`config.mk`:
```
export PLATFORM = sky130hd
export DESIGN_NAME = dc_removal
export DESIGN_NICKNAME = d
export VERILOG_FILES = /design/src/rtl/dc_removal.sv
export SDC_FILE = /design/constraint.sdc
export NUM_CORES = 1
export LEC_CHECK = 0
export CAP_MARGIN = 20
export CORE_ASPECT_RATIO = 0.8
export CORE_UTILIZATION = 37
export CTS_CLUSTER_SIZE = 16
export DETAILED_ROUTE_END_ITERATION = 7
export PLACE_DENSITY_LB_ADDON = 0.2
export SLEW_MARGIN = 10
export SYNTH_ARGS = -nofsm -noshare
export SYNTH_HDL_FRONTEND = slang
export SYNTH_SLANG_ARGS = --single-unit
```
`constraint.sdc`:
```
create_clock -name clk -period 10.95 [get_ports clk]
set_clock_uncertainty 0.15 [all_clocks]
set_input_delay 2.19 -clock clk [delete_from_list [all_inputs] [get_ports clk]]
set_output_delay 2.19 -clock clk [all_outputs]
set_load 0.01 [all_outputs]
```
`src/rtl/dc_removal.sv`:
```
// Streaming DC-offset canceller: subtracts a 2^LOG2_N-sample moving-average estimate from each input sample.
// Optional build macro DC_REMOVAL_ROUND_EN selects round-half-up instead of floor for the estimate.
module dc_removal #(
    parameter int DW     = 32,
    parameter int LOG2_N = 4
) (
    input  logic          clk,
    input  logic          rst_,
    input  logic          din_valid,
    input  logic [DW-1:0] din,
    input  logic          clr,
    output logic          dout_valid,
    output logic [DW-1:0] dout,
    output logic [DW-1:0] dc_est,
    output logic          settled
);

    localparam int N  = 1 << LOG2_N;
    localparam int AW = DW + LOG2_N;
    localparam int CW = LOG2_N + 1;
    localparam logic [CW-1:0] N_CNT = CW'(N);

`ifdef DC_REMOVAL_ROUND_EN
    localparam logic signed [AW-1:0] HALF = AW'(1) << (LOG2_N - 1);
`endif

    // Window average; the accumulator holds a sum of at most N DW-bit values, so AW bits never overflow.
    function automatic logic signed [DW-1:0] dc_shift(input logic signed [AW-1:0] a);
`ifdef DC_REMOVAL_ROUND_EN
        return DW'((a + HALF) >>> LOG2_N);
`else
        return DW'(a >>> LOG2_N);
`endif
    endfunction

    function automatic logic signed [DW-1:0] sat_dw(input logic signed [DW:0] v);
        if (v[DW] != v[DW-1])
            return v[DW] ? {1'b1, {(DW-1){1'b0}}} : {1'b0, {(DW-1){1'b1}}};
        else
            return v[DW-1:0];
    endfunction

    logic signed [DW-1:0] sample_mem [N];
    logic signed [AW-1:0] acc;
    logic [LOG2_N-1:0]    wr_ptr;
    logic [CW-1:0]        cnt;

    logic signed [DW-1:0] din_s;
    logic                 accept_p0;
    logic                 full_p0;
    logic signed [DW-1:0] old_p0;
    logic signed [AW-1:0] acc_next_p0;
    logic signed [DW-1:0] est_p0;
    logic signed [DW:0]   diff_p0;
    logic signed [DW-1:0] dout_p0;
    logic [CW-1:0]        cnt_next_p0;

    logic                 vld_p1;
    logic                 settled_p1;
    logic signed [DW-1:0] dout_p1;
    logic signed [DW-1:0] dc_est_p1;

    // Stage p0: window update and output computation for the incoming sample
    always_comb begin
        din_s       = $signed(din);
        accept_p0   = din_valid & ~clr;
        full_p0     = (cnt == N_CNT);
        old_p0      = full_p0 ? sample_mem[wr_ptr] : '0;
        acc_next_p0 = acc + AW'(din_s) - AW'(old_p0);
        est_p0      = dc_shift(acc_next_p0);
        diff_p0     = (DW+1)'(din_s) - (DW+1)'(est_p0);
        dout_p0     = sat_dw(diff_p0);
        cnt_next_p0 = cnt;
        if (clr)
            cnt_next_p0 = '0;
        else if (accept_p0 && !full_p0)
            cnt_next_p0 = cnt + CW'(1);
    end

    always_ff @(posedge clk) begin
        if (accept_p0)
            sample_mem[wr_ptr] <= din_s;
    end

    // Stage p1: registered outputs, one cycle after an accepted sample
    always_ff @(posedge clk or negedge rst_) begin
        if (!rst_) begin
            acc        <= '0;
            wr_ptr     <= '0;
            cnt        <= '0;
            vld_p1     <= 1'b0;
            settled_p1 <= 1'b0;
            dout_p1    <= '0;
            dc_est_p1  <= '0;
        end else begin
            vld_p1     <= accept_p0;
            settled_p1 <= (cnt_next_p0 == N_CNT);
            cnt        <= cnt_next_p0;
            if (clr) begin
                acc    <= '0;
                wr_ptr <= '0;
            end else if (accept_p0) begin
                acc    <= acc_next_p0;
                wr_ptr <= wr_ptr + LOG2_N'(1);
            end
            if (accept_p0) begin
                dout_p1   <= dout_p0;
                dc_est_p1 <= est_p0;
            end
        end
    end

    assign dout_valid = vld_p1;
    assign settled    = settled_p1;
    assign dout       = dout_p1;
    assign dc_est     = dc_est_p1;

endmodule
```
# Yosys cells after proc, flatten, opt, wreduce, memory -nomap -nowiden
# Memory sizes are Yosys's and may differ from the RTL's.
# Cells that the tools add are included.
# totals
reg_bits,111
mem_bits_rw,512
inputBits,36
output_inout_bits,66
elab_cells,32
mem_count,1
# op_classes
n_addsub,5
n_eq_ne,3
n_mux,11
n_bitwise,2
reduce_logical,3
# mem_list
memory,words,width,rd,rd_clocked_by_memory_dff,wr,line_no,text
sample_mem,16,32,1,0,1,43,logic signed [DW-1:0] sample_mem [N];
# op_table
operator,count
$mux 32,3
$mux 36,2
$add 36x32->36,1
$sub 36x32->36,1
$sub 32x32->33,1
$eq 5x5->1 const B,2
$mux 5,2
$mux 4,2
$add 5x1->5 const B,1
$add 4x1->4 const B,1
$mux 1,2
$reduce_bool 2->1,1
$and 1x1->1,1
$logic_and 1x1->1,1
$logic_not 1->1,1
$ne 1x1->1,1
$not 1->1,1

# Logic depth before layout (Yosys ltp)
# Gate-level depths: netlist of the first run.
# depth
depth_word,6
depth_mapped,32
ltp_nobuf,29

# Worst setup path after synthesis of the first run
# OpenSTA, ideal clock, no wires.
# synth_timing
path_kind,register -> register
startpoint,reg wr_ptr[0]
endpoint,"reg dout_p1[30], in the netlist dout[30]"
setup_ns,0.122
arrival_ns,7.633
t_required_ns,10.678
slack_ns,3.045
stages_incl_launch_ff,32
n_path_buf,3
period_less_slack_ns,7.905
cell_sequence,dfrtp_1 -> clkbuf_1 -> clkbuf_1 -> buf_1 -> mux4_2 -> mux4_2 -> nor2b_1 -> ha_1 -> inv_1 -> ha_1 -> fa_1 -> a211oi_1 -> o21ai_2 -> o211ai_1 -> nor2b_1 -> o21ai_0 -> a21oi_1 -> xor2_1 -> ha_1 -> and3_1 -> a32oi_1 -> a21oi_1 -> o2111ai_1 -> a31oi_1 -> maj3_1 -> a211oi_1 -> o22a_1 -> o221ai_1 -> maj3_1 -> xor2_1 -> a21oi_1 -> o21ai_1
# synth_via
elab_chain_cells,6
word_cells_on_any_way,7
classes_between,add/sub: 2; eq/ne: 1; mux: 3; memory: 1
# synth_lines
item,line_no,text
start: declaration,45,logic [LOG2_N-1:0] wr_ptr;
start signal: assignment,104,wr_ptr <= wr_ptr + LOG2_N'(1);
$mem_v2 16x32 *,-,
$mux 32 *,68,old_p0 = full_p0 ? sample_mem[wr_ptr] : '0;
$sub 36x32->36 *,69,acc_next_p0 = acc + AW'(din_s) - AW'(old_p0);
$sub 32x32->33 *,71,diff_p0 = (DW+1)'(din_s) - (DW+1)'(est_p0);
$mux 32 / $ne 1x1->1 (equally long branches),"38, 37",
$mux 32 *,37,if (v[DW] != v[DW-1])
end signal: assignment,107,dout_p1 <= dout_p0;
end: declaration,60,logic signed [DW-1:0] dout_p1;
# Mark *: on every way between the ends. The rest lies on a longest branch, timed or not.
# A chain may end at the register's enable or synchronous reset.

# Worst setup path in the final report of the first run
# layout_timing
startpoint,in din[4]
endpoint,"reg dout_p1[9], in the netlist dout[9]"
# layout_via
elab_chain_cells,5
word_cells_on_any_way,6
classes_between,add/sub: 3; eq/ne: 1; mux: 2
# layout_lines
item,line_no,text
start: declaration,10,"input logic [DW-1:0] din,"
$add 36x32->36,69,
$sub 36x32->36,69,
$sub 32x32->33 *,71,
$mux 32 / $ne 1x1->1 (equally long branches),"38, 37",
$mux 32 *,37,
# Marks and branches as above.

==> metrics.md, run 1 <==
| Metric | Value |
|---|---|
| Fmax | 0.1087 GHz |
| Sum Neg Setup Slack | 0 ns |
| Fin area | around 0.033 mm^2 |
| Ranking of synthesized cells by area | edfxtp_1 53%, mux4_2 12%, dfrtp_1 9.6%, ha_1 2.8%, fa_1 2.5% |
| Worst setup EP type | register |
| WL final | roughly 75000 um |
| Worst-Margin Slew | 1.105 ns |
| Mapped Area | 0.02889 mm^2 |
| Fillers | 6884 |
| TritonCTS clock tree | built |
| Setup violators final | 0 |
| Worst-skew pair later-pin latency | 0.62 ns |
| Core outline area | 0.07720 mm^2 |
| Average cell area after synthesis | 15.06 um^2 |
| Via count | about 17000 |
| Initial Util | 37.42% |
| GRT Overall Usage | about a fifth |
| Clk buf depth | 3 |
| Top-count cell post-synth | edfxtp_1 |
| I/O pin count | roughly 100 |
| Min cycle time layout | 9.201 ns |
| DR WL/cell | 24.05 um |
| Initial drt markers | between 1000 and 1500 |
| Cell taking the most area after synthesis | edfxtp_1 |
| Final hold slack | 0.3258 ns |
| Syn Nets | a little over 2000 |
| Register bit total from synthesis | approximately 620 |
| CP Max Fanout | 46 |
| Kind of critical path | input port to register |
| Setup Slack @ Placement | 1.282 ns |
| Slew Limit Fails | 0 |
| Initial antenna violation count | 1 |
| Area delta synth->final | 15.92% |
| Pwr dens | ~280 mW/mm^2 |
| Row Count | 91 |
| Critical Path RT | 11.33 ns |
| Vias in the first global route | 17010 |
| Diodes inserted | 0 |
| Clock slew at reported path FFs | approximately 0.060 ns |
| Status | finished clean |
| Top cell type's share of synthesized area | around 53% |
| Total CTS buffers | 66 |
| Main synth FF type | edfxtp_1 |
| Sequential share of the synthesized area | 62.84% |
| Hold Vio Cnt, Final | 0 |
| Netlist cell types | 82 |
| GPL Wtd Cong | 0.9247 |
| Ys async rst share | 17.82% |
| Routed Antenna Nets | 0 |
| Global route total overflow | 0 |
| Layout Utilization | approximately 43% |
| RSZ-0062 raised after global routing | false |
| Number of vias per cell | approximately 5.4 |
| Crit path arrival time | 9.58 ns |
| Synth top cells by count | 512 x edfxtp_1, 159 x mux4_2, 154 x inv_1 |
| Fin nets | 2192 |
| Clock root cell | clkbuf_16 |
| Hold_buf cts | 0 |
| VDD IR-drop max | a little over 0.2 mV |
| Number of port buffers | 101 |
| Cells after Synth | 1918 |
| Post-DP HPWL | 48080 um |
| First-pass GRT wire length | 112400 um |
| HP Class | register to register |
| P_leak | between 10 and 15 nW |
| EDFF count, synth | 512 |
| Post_cts resized | 0 |
| Max Cap Violations | 0 |
| Pin count of the biggest net entering global routing | 95 |
| Postcts setup bufs | 0 |
| Die width | 314.4 um |
| DRT Pass-1 Iters | 5 |
| Slew headroom | around a quarter |
| Layout cells sized above 1 | 17.37% |
| Worst setup margin | around 1.7 ns |
| CP Launch Type | input port |
| # DRC | 0 |
| Placed cell areas | ~0.031 mm^2 |
| Die area | just under 0.08 mm^2 |
| CTS H-tree lvls | 3 |
| Yosys warns | 0 |
| CTS Sinks | 623 |
| Post-route clock period utilization | 84.03% |
| Die Ht | around 250 um |
[metal layers]
metal / global-route usage [%] / routed length (um) / vias to the layer above
met5: 0 / 11 / -
met4: 4.466 / 1217 / 2
met3: 2.943 / 3535 / 78
met2: 31.19 / 36050 / 422
met1: 27.34 / 34460 / 8804
li1: - / - / 7518
[power by group]
group          leakage [nW]  switching [W]  internal, W
sequential             6.02       0.000129      0.00275
combinational          4.74        0.00251      0.00166
clock                  1.00       0.000940      0.00127
total                  11.8        0.00358      0.00569
[registers in the layout (all words and copies together), names as in the netlist]
name and count:
wr_ptr 4, dc_est 32, dout 32, cnt 5, acc 36, settled 1
dout_valid 1, sample_mem 512
[kinds of logic after synthesis]
group                    Yosys count  synth area share (%)
AND/OR/NAND/NOR                  361                 5.769
multiplexers                     173                 12.89
adder cells (fa/ha/maj)          110                 5.618
flip-flops                       623                 62.84
XOR/XNOR                          69                 2.231
buffers and inverters            243                 3.274
AO/OA/AOI/OAI                    339                 7.376
[final timing paths]
path | slack, ns | cells past startpoint | endpoint | from
min | 0.33 | 2 | dc_est[30] | dc_est[30]
min reg2reg | 0.33 | 2 | dc_est[30] | dc_est[30]
max | 1.75 | 26 | dout[9] | din[4]
max in group asynchronous | 7.87 | 2 | acc[35] | rst_
min in group asynchronous | 1.57 | 1 | acc[15] | rst_
max reg2reg | 1.86 | 28 | dout[9] | wr_ptr[0]
[worst max-delay path, stage by stage]
cell and delay (ns):
clkdlybuf4s50_1 0.83, inv_1 0.14, fa_1 0.55, inv_1 0.05
ha_1 0.34, and2_4 0.17, a221oi_2 0.38, nand2_1 0.14
a21o_1 0.21, a21oi_1 0.16, xor2_1 0.30, ha_1 0.31
o21ai_0 0.15, o211ai_1 0.37, a32oi_1 0.24, a21oi_1 0.26
o2111ai_1 0.16, a31oi_1 0.23, maj3_1 0.28, a211oi_1 0.13
o22a_1 0.23, a22o_1 0.22, nand4b_4 0.19, a21oi_4 0.88
o21ai_4 0.24, o21ai_1 0.21
[layout make-up]
type | instances | area, um^2 | area share [%]
multi-input cells | 1052 | 9912 | 29.60
repair buffers | 158 | 1439 | 4.297
inverters | 155 | 581.8 | 1.737
clock buffers | 89 | 1812 | 5.410
clock inverters | 30 | 299.0 | 0.8930
flip-flops and latches | 623 | 18160 | 54.24
well taps | 1023 | 1280 | 3.822
[cells in the final DEF (no fill, tap or decap), types with 7 or more instances in the layout]
cell type and n:
nor2_1 103, nor2b_1 39, nor3_1 12, nand2b_1 7, fa_1 36, nand4_1 10
clkdlybuf4s50_1 98, a21o_1 27, clkinv_1 9, xnor2_1 43, o21ai_0 64, nand2_1 127
buf_4 57, mux2i_1 11, ha_1 64, or3_1 10, nand3_1 11, maj3_1 9
a211oi_1 13, o21ai_1 43, a31oi_1 10, o211ai_1 11, edfxtp_1 512, mux4_2 159
clkbuf_1 19, clkinvlp_4 7, xor2_1 23, nor2_4 12, clkbuf_16 69, a21oi_1 105
inv_1 154, dfrtp_1 107, o21a_1 8
[through the flow]
| stage | std cells | total power, W |
|---|---|---|
| 2_1_floorplan | 1918 | 0.005840 |
| 3_3_place_gp | 3011 | 0.007045 |
| 3_5_place_dp | 3011 | 0.007076 |
| 4_1_cts | 3130 | 0.009306 |
| 5_1_grt | 3130 | 0.009820 |
| 6_report | 3130 | 0.009266 |
Power figures use the tool's default switching activity.
==> inputs of run 2 (changes only) <==
==> constraint.sdc (replaced) <==
create_clock -name clk -period 8.3 [get_ports clk]
set_clock_uncertainty 0.15 [all_clocks]
set_input_delay 1.66 -clock clk [delete_from_list [all_inputs] [get_ports clk]]
set_output_delay 1.66 -clock clk [all_outputs]
set_load 0.01 [all_outputs]
==> metrics.md, run 2 (synthesis gave the netlist of run 1 again) <==
| Metric | Value |
|---|---|
| Status | finished clean |
| Largest registers | sample_mem x512, acc x36 |
| Critical Path RT | 8.67 ns |
| Layout cells sized above 1 | 21.85% |
| TritonCTS clock tree | built |
| Min cycle time layout | 7.969 ns |
| Int Pwr | 0.008038 W |
| Hold Vio Cnt, Final | 0 |
| Fin nets | 2302 |
| Worst-Margin Slew | 0.9705 ns |
| Initial antenna violation count | 0 |
| Clock power frac | 21.5% |
| Max FFs per register | roughly 500 |
| P_leak | about 12 nW |
| Clock slew at reported path FFs | 0.06 ns |
| CP Launch Type | register |
| HP Class | register to register |
| CP Max Fanout | 25 |
| Fillers | between 6000 and 7000 |
| DRT met1 WL | 36080 um |
| Pwr dens | 376.8 mW/mm^2 |
| CTS H-tree lvls | 2 |
| DR WL met2 | 36530 um |
| Die Ht | around 250 um |
| DR WL/cell | around 24 um |
| DRT Pass-1 Iters | 7 |
| Initial drt markers | 1558 |
| # DRC | 0 |
| Via count | between 15000 and 20000 |
| Top Metal Used | met4 |
| WL final | 79200 um |
| Setup violators final | 0 |
| Fmax | 0.1255 GHz |
| Area delta synth->final | 19.18% |
| Commonest non-fill, non-tap cell in the layout | edfxtp_1 |
| GPL Wtd Cong | 0.9152 |
| VDD IR-drop max | 0.3050 mV |
| Pin count of the biggest net entering global routing | 94 |
| Reg with most FFs | sample_mem |
| Pwr Total | 0.01297 W |
| Worst setup EP type | register |
| Slowest stage delay, CP | 0.53 ns |
| Row Count | just over 90 |
| Post-route clock period utilization | 96.01% |
| Crit path arrival time | 8.33 ns |
| WL met3 | 4232 um |
| Core outline area | between 0.07 and 0.08 mm^2 |
| Comb power frac | 49.3% |
| Hold_buf cts | 0 |
| Die width | 314.4 um |
| Die area | 0.07920 mm^2 |
| Clock root cell | clkbuf_16 |
| Switch Pwr | 0.004935 W |
| Crit path max-delay cell type | mux4_2 |
| Clk buf depth | 3 |
| CTS Sinks | 623 |
| Total CTS buffers | 61 |
| Final hold slack | approximately 0.33 ns |
| Slew headroom | 35.30% |
| Diodes inserted | 0 |
| Global route total overflow | 0 |
| Worst-skew pair later-pin latency | 0.63 ns |
| Switching share of power | 38.04% |
| Routed Antenna Nets | 0 |
| Seq pwr share | 29.1% |
| Initial Util | 37.42% |
| Max Cap Violations | 0 |
| Vias in the first global route | 17367 |
| Number of port buffers | 101 |
| Kind of critical path | register to register |
| Number of vias per cell | 5.347 |
| Post-DP HPWL | 51250 um |
| Slew Limit Fails | 0 |
| Commonest cells after routing, fill and taps aside | 512 x edfxtp_1, 159 x mux4_2, 158 x buf_4 |
| First-pass GRT wire length | 116600 um |
| I/O pin count | slightly above 100 |
| GRT Overall Usage | 20.16% |
==> run 2: cell type report <==
class	instances	area, um^2	area share, %
clock inverter	39	375.4	1.090
clock buffer	73	1614	4.688
multi-input combinational	1052	9951	28.90
sequential	623	18160	52.75
timing repair buffer	273	2465	7.159
inverter	155	581.8	1.690
tap	1023	1280	3.718
==> run 2: metal layers <==
layer  up-vias  track usage, %
li1       7723               -
met5         -               0
met1      8990           29.00
met3        99           3.189
met2       503           31.40
met4         0           6.297
==> run 2: critical path: cells and delay by family, from the launching register on <==
kind	cells	cell delay (ns)
XOR/XNOR	2	0.43
AO/OA/AOI/OAI	12	2.41
multiplexers	2	1.02
buffers and inverters	7	1.12
flip-flops	1	0.52
adder cells (fa/ha/maj)	3	1.15
AND/OR/NAND/NOR	5	0.96
==> run 2: power groups by stage <==
stage / Combinational [W] / Sequential [W] / Clock (W)
6_report: 0.00640 / 0.00378 / 0.00279
5_1_grt: 0.00699 / 0.00381 / 0.00296
4_1_cts: 0.00630 / 0.00379 / 0.00285
3_5_place_dp: 0.00627 / 0.00385 / 0
3_3_place_gp: 0.00624 / 0.00384 / 0
2_1_floorplan: 0.00383 / 0.00387 / 0
==> run 2: repair_timing <==
action,4_1_cts,5_1_grt
buffers inserted,0,13
resized for setup,0,7
setup endpoints to repair,0,32
==> run 2: final timing paths <==
check | from | endpoint | slack (ns) | cells after the start
max in group asynchronous | rst_ | acc[35] | 5.79 | 2
max reg2reg | wr_ptr[0] | dout[10] | 0.33 | 31
max | wr_ptr[0] | dout[10] | 0.33 | 31
min in group asynchronous | rst_ | dout[16] | 0.98 | 1
min | dc_est[18] | dc_est[18] | 0.33 | 2
min reg2reg | dc_est[18] | dc_est[18] | 0.33 | 2
==> run 2: per-stage QoR <==
stage / util, % / std cells / TNS, ns / setup WS, ns / area, um^2
4_1_cts: 44.41 / 3225 / 0 / 0.1080 / 34280
6_report: 44.60 / 3238 / 0 / 0.3315 / 34430
3_3_place_gp: 41.83 / 3113 / -0.09805 / -0.04261 / 32290
2_1_floorplan: - / 1918 / 0 / 0.3947 / 28890
5_1_grt: 44.60 / 3238 / -0.02126 / -0.01110 / 34430
3_5_place_dp: 41.83 / 3113 / -1.083 / -0.08805 / 32290
